`src/rtl/pe_pkt_pkg.sv`:
```
// Shared PE packet definitions: type codes, header field widths and offsets.
// Used by both the packetizer and the depacketizer.
package pe_pkt_pkg;

  typedef enum logic [1:0] {
    SPIKE  = 2'b00,
    FILTER = 2'b01
  } pkt_type_e;

  typedef enum logic {
    IDLE  = 1'b0,
    DRAIN = 1'b1
  } depkt_state_e;

  localparam int TYPE_W = 2;
  localparam int DST_W  = 4;
  localparam int SRC_W  = 3;
  localparam int HDR_W  = TYPE_W + DST_W + SRC_W;
  localparam int STAT_W = 16;

  function automatic int payloadW(input int fw);
    return 3 * fw;
  endfunction

  function automatic int pktW(input int fw);
    return HDR_W + payloadW(fw);
  endfunction

  function automatic int typeLsb(input int fw);
    return pktW(fw) - TYPE_W;
  endfunction

  function automatic int dstLsb(input int fw);
    return typeLsb(fw) - DST_W;
  endfunction

  function automatic int srcLsb(input int fw);
    return dstLsb(fw) - SRC_W;
  endfunction

  function automatic int tsBit(input int fw);
    return fw;
  endfunction

  function automatic int osBit(input int fw);
    return fw + 1;
  endfunction

endpackage

```
`src/rtl/depkt_out_slot.sv`:
```
// One depacketizer output channel: a pending flag doubling as valid,
// plus a data register that holds steady until the transfer.
module depkt_out_slot #(
  parameter int W = 1
) (
  input  logic         clk,
  input  logic         rst,
  input  logic         load,
  input  logic [W-1:0] loadData,
  input  logic         ready,
  output logic         valid,
  output logic [W-1:0] data
);

  always_ff @(posedge clk or posedge rst) begin
    if (rst) begin
      valid <= 1'b0;
      data  <= '0;
    end else if (load) begin
      valid <= 1'b1;
      data  <= loadData;
    end else if (valid && ready) begin
      valid <= 1'b0;
    end
  end

endmodule

```
`src/rtl/pe_depacketizer.sv`:
```
// Splits PE packets into timestep/residue/outspike or filter channels.
// Define DEPKT_STATS_EN to add saturating per-class packet counters.
module pe_depacketizer
  import pe_pkt_pkg::*;
#(
  parameter int FILTER_WIDTH = 8,
  parameter int PKT_WIDTH    = 9 + 3 * FILTER_WIDTH
) (
  input  logic                      clk,
  input  logic                      rst,
  input  logic [PKT_WIDTH-1:0]      pkt_data,
  input  logic                      pkt_valid,
  output logic                      pkt_ready,
  output logic                      ts_data,
  output logic                      ts_valid,
  input  logic                      ts_ready,
  output logic [FILTER_WIDTH-1:0]   res_data,
  output logic                      res_valid,
  input  logic                      res_ready,
  output logic                      os_data,
  output logic                      os_valid,
  input  logic                      os_ready,
  output logic [3*FILTER_WIDTH-1:0] flt_data,
  output logic                      flt_valid,
  input  logic                      flt_ready,
  output logic [2:0]                src_addr,
  output logic                      drop_pulse
`ifdef DEPKT_STATS_EN
  ,
  output logic [15:0]               spike_cnt,
  output logic [15:0]               flt_cnt,
  output logic [15:0]               drop_cnt
`endif
);

  localparam int PAY_W = payloadW(FILTER_WIDTH);
  localparam int T_LSB = typeLsb(FILTER_WIDTH);
  localparam int D_LSB = dstLsb(FILTER_WIDTH);
  localparam int S_LSB = srcLsb(FILTER_WIDTH);
  localparam int TS_B  = tsBit(FILTER_WIDTH);
  localparam int OS_B  = osBit(FILTER_WIDTH);

  depkt_state_e state;

  logic [TYPE_W-1:0] pktType;
  logic [PAY_W-1:0]  payload;
  logic              isSpike;
  logic              isFilter;
  logic              accept;
  logic              loadSpike;
  logic              loadFlt;
  logic              allClear;
  logic              unusedDst;

  assign pktType  = pkt_data[T_LSB +: TYPE_W];
  assign payload  = pkt_data[PAY_W-1:0];
  assign isSpike  = (pktType == SPIKE);
  assign isFilter = (pktType == FILTER);

  // Routing already consumed dst; it is deliberately ignored here.
  assign unusedDst = ^pkt_data[D_LSB +: DST_W];

  assign pkt_ready = (state == IDLE) && !rst;
  assign accept    = pkt_valid && pkt_ready;
  assign loadSpike = accept && isSpike;
  assign loadFlt   = accept && isFilter;

  assign allClear = (!ts_valid  || ts_ready)
                 && (!res_valid || res_ready)
                 && (!os_valid  || os_ready)
                 && (!flt_valid || flt_ready);

  depkt_out_slot #(.W(1)) uTs (
    .clk(clk), .rst(rst),
    .load(loadSpike), .loadData(payload[TS_B]),
    .ready(ts_ready), .valid(ts_valid), .data(ts_data)
  );

  depkt_out_slot #(.W(FILTER_WIDTH)) uRes (
    .clk(clk), .rst(rst),
    .load(loadSpike), .loadData(payload[FILTER_WIDTH-1:0]),
    .ready(res_ready), .valid(res_valid), .data(res_data)
  );

  depkt_out_slot #(.W(1)) uOs (
    .clk(clk), .rst(rst),
    .load(loadSpike), .loadData(payload[OS_B]),
    .ready(os_ready), .valid(os_valid), .data(os_data)
  );

  depkt_out_slot #(.W(PAY_W)) uFlt (
    .clk(clk), .rst(rst),
    .load(loadFlt), .loadData(payload),
    .ready(flt_ready), .valid(flt_valid), .data(flt_data)
  );

  always_ff @(posedge clk or posedge rst) begin
    if (rst) begin
      state      <= IDLE;
      src_addr   <= '0;
      drop_pulse <= 1'b0;
    end else begin
      drop_pulse <= 1'b0;
      unique case (state)
        IDLE: begin
          if (accept) begin
            src_addr <= pkt_data[S_LSB +: SRC_W];
            unique case (1'b1)
              isSpike:  state <= DRAIN;
              isFilter: state <= DRAIN;
              default:  drop_pulse <= 1'b1;
            endcase
          end
        end
        DRAIN: begin
          if (allClear) state <= IDLE;
        end
        default: state <= IDLE;
      endcase
    end
  end

`ifdef DEPKT_STATS_EN
  logic loadDrop;
  assign loadDrop = accept && !isSpike && !isFilter;

  always_ff @(posedge clk or posedge rst) begin
    if (rst) begin
      spike_cnt <= '0;
      flt_cnt   <= '0;
      drop_cnt  <= '0;
    end else begin
      if (loadSpike && spike_cnt != 16'hFFFF) spike_cnt <= spike_cnt + 16'd1;
      if (loadFlt && flt_cnt != 16'hFFFF)     flt_cnt   <= flt_cnt + 16'd1;
      if (loadDrop && drop_cnt != 16'hFFFF)   drop_cnt  <= drop_cnt + 16'd1;
    end
  end
`endif

endmodule

```
`config.mk`:
```
export PLATFORM = sky130hd
export DESIGN_NAME = pe_depacketizer
export DESIGN_NICKNAME = d
export VERILOG_FILES = /design/src/rtl/pe_pkt_pkg.sv /design/src/rtl/depkt_out_slot.sv /design/src/rtl/pe_depacketizer.sv
export SDC_FILE = /design/constraint.sdc
export NUM_CORES = 1
export LEC_CHECK = 0
export BUFFER_PORTS_ARGS = -buffer_cell sky130_fd_sc_hd__buf_2
export CORE_MARGIN = 1
export CORE_UTILIZATION = 49
export DETAILED_ROUTE_END_ITERATION = 16
export PLACE_DENSITY = 0.81
export SYNTH_ARGS = -nofsm -noshare
export SYNTH_HDL_FRONTEND = slang
export SYNTH_SLANG_ARGS = --single-unit
```
`constraint.sdc`:
```
create_clock -name clk -period 4.9 [get_ports clk]
set_clock_uncertainty 0.15 [all_clocks]
set_input_delay 0.735 -clock clk [delete_from_list [all_inputs] [get_ports clk]]
set_output_delay 0.735 -clock clk [all_outputs]
set_load 0.01 [all_outputs]
```
==> flow_metrics.tcl <==
set metrics [dict create \
    syn-mean-instance-area_sq_um 16.9 \
    syn_to_final_growth_pct 27.9 \
    cp-start-kind "primary input" \
    r2r_slack_ps 2330 \
    fin_nets 224 \
    p_sw_share_pct 27.5 \
    wl_per_cell_um 14.6 \
    r2r_start "state" \
    die_y_um 61.3 \
    path_delay_family "simple AND/OR/NAND/NOR gates" \
    layout_common_cells "buf_2 (78), dfrtp_1 (43), mux2_4 (19)" \
    grt_overflow 0 \
    crit_chain "buf_2, or3b_1, or3b_1, buf_4, mux2_4" \
    cp-end-kind "flop" \
    seqCellArea_sq_mm 0.00108 \
    dieArea_sq_mm 0.00376 \
    critPathMaxStageDelay_ps 720 \
    synth_area_sq_mm 0.00172 \
    nFillCells 281 \
    ctsRootBufferMaster "clkbuf_4" \
    slowest_stage "or3b_1" \
    synth_cells 102 \
    timing.rr.end "uFlt.data[12]" \
    max_slew.worst_pin.slew_ps 968 \
    fin_area_sq_mm 0.00220 \
    rsz0062_at_grt "false" \
    crit_fanout 14 \
    synthMuxAreaShare_pct 28.3 \
    crit_end "uFlt.data[12]" \
    vias 1131 \
    crit_path_start "rst" \
    critical_path_buf_inv_count 2 \
    status "finished, final reports clean" \
    tns_ps 0 \
    drive_gt1_share_pct 69.2 \
    p_sw_uw 250 \
    drv_slew 0 \
    via_per_inst 4.90 \
    yosys.area.top_type "dfrtp_1" \
    post-dp-hpwl_um 2620 \
    start_util_pct 51.2 \
    synth-seq-cells 43 \
    antenna_found_initial 0 \
    synth-compound-area-share_pct 1.09 \
    grt_max_degree 23 \
    gp_congestion 0.716 \
    max_freq_mhz 382 \
    fin_crit_sh_pct 53.5 \
    synth_top_family_by_area "multiplexers" \
    fin_crit_ps 2620 \
    place_ws_ps 1910 \
    ys_types 16 \
    diodes 0 \
    htree_num_levels 2 \
    max-clock-path-buffers 2 \
    cts_tree "built" \
    crit_path_frequent_cell "or3b_1" \
    synth_area_leaders "dfrtp_1 (62%), mux2_4 (17%), mux2_2 (12%)" \
    drt_iter0_drc 31 \
    ys_seq_area_share_pct 62.5 \
    track_usage_pct 19.9 \
    final_common_cell "buf_2" \
    placed_cell_area_sq_mm 0.00213 \
    cp_data_arrival_time_ps 2700 \
    worst_r2r_path_depth 4 \
    multi_input_area_sq_um 588 \
    p_per_area_mw_per_mm2 411 \
    synth_fp_nets 142 \
    hold_viol 0 \
    detail-route-antenna-nets 0 \
    cap_viol_max_count 0 \
    p_comb_share_pct 27.3 \
    synthAdderAreaFrac_pct 0 \
    crit_type "in2reg" \
    synthXorXnorAreaFrac_pct 0 \
    finalSetupViolCount 0 \
    clk_pin_slew_ps 110 \
    hold_buffers 0 \
    p_leak_nw 1.20 \
    pin_count 83 \
    grt_pass1_wl_um 5070 \
    clock_sink_count 43 \
    post-cts-setup-buffers 0 \
    cp.required_ps 4980 \
    path_depth 5 \
    slew_headroom_pct 35.1 \
    dr.pass1.iters 4 \
    yosysWarnings 0 \
    rows 21 \
    port_buffers 78 \
    synthSimpleGateAreaFrac_pct 4.43 \
    clock_power_share_pct 20.7 \
    routed_wl_um 3370 \
    remaining_drc_errors 0 \
    setup_slack_ps 2280 \
    yosysTopAreaCellShare_pct 62.5 \
    hold_class "in2async" \
    grt_pass1_vias 1133 \
    peakVddDrop_mv 0.242 \
    cts_resized 0 \
    clkLatencyLatePin_ps 340 \
    core-area_sq_mm 0.00336 \
    die_width_um 61.3 \
    p_int_uw 657 \
    numCtsBuffers 5 \
    power_frac_seq_pct 51.9 \
]
## cell type report
class / count / share of cell area (%)
clock buffer: 8 / 3.12
inverter: 2 / 0.341
multi-input combinational: 52 / 26.7
sequential: 43 / 48.8
tap: 46 / 2.61
timing repair buffer: 80 / 18.4
## stage by stage
stage / util, % / power [mW] / hold slack (ps) / cells
finish: 65.5 / 0.906 / 284 / 231
global route: 65.5 / 0.960 / 307 / 231
CTS: 65.5 / 0.918 / 283 / 231
detailed placement: 63.5 / 0.729 / 340 / 223
global placement: 63.5 / 0.713 / 334 / 223
floorplan: - / 0.616 / 331 / 102
## cells by family (layout without fill, tap and decap cells)
group | count (synthesis) | after routing
DFF | 43 | 43
muxes | 37 | 37
and+or+nand+nor | 12 | 12
buffers and inverters | 7 | 90
AOI/OAI and AO/OA | 3 | 3
## cell usage after synthesis
library cell	number
or2_2	3
buf_8	1
nor2b_1	4
buf_12	1
or3b_1	2
nor2_1	1
mux2_2	18
o21ai_0	2
inv_1	2
and3_1	1
buf_6	1
mux2_4	19
dfrtp_1	43
o41ai_1	1
buf_2	2
nor3_1	1
## metal layers
| layer | track usage, % | part of all wire, % | vias to the layer above |
|---|---|---|---|
| met3 | 7.14 | 6.2 | 8 |
| met2 | 34.8 | 54 | 47 |
| met4 | 7.79 | 1.2 | 0 |
| li1 | - | - | 520 |
| met1 | 22.0 | 39 | 556 |
| met5 | 0 | 0 | - |
## registers in the layout, indices dropped and copies added (netlist names)
register	cells
uRes.data	8
src_addr	3
uTs.valid	1
uOs.valid	1
uTs.data	1
uOs.data	1
uFlt.data	24
drop_pulse	1
uFlt.valid	1
state	1
uRes.valid	1
## how the worst min path moves through the flow
stage / from / end / cells past startpoint
5_1_grt: rst / uRes.data[0] / 2
2_1_floorplan: state / state / 2
4_1_cts: rst / uRes.data[6] / 2
3_5_place_dp: uFlt.data[22] / uFlt.data[22] / 1
3_3_place_gp: src_addr[1] / src_addr[1] / 1
6_report: rst / uTs.data / 2
## power groups by stage
stage | Clock, mW | Sequential [mW] | Combinational [mW]
after floorplan | 0 | 0.513 | 0.103
after global placement | 0 | 0.471 | 0.242
after detailed placement | 0 | 0.479 | 0.250
after CTS | 0.194 | 0.472 | 0.252
after global routing | 0.210 | 0.480 | 0.270
final | 0.188 | 0.471 | 0.248
No activity file was read; power rests on OpenSTA's default activity.
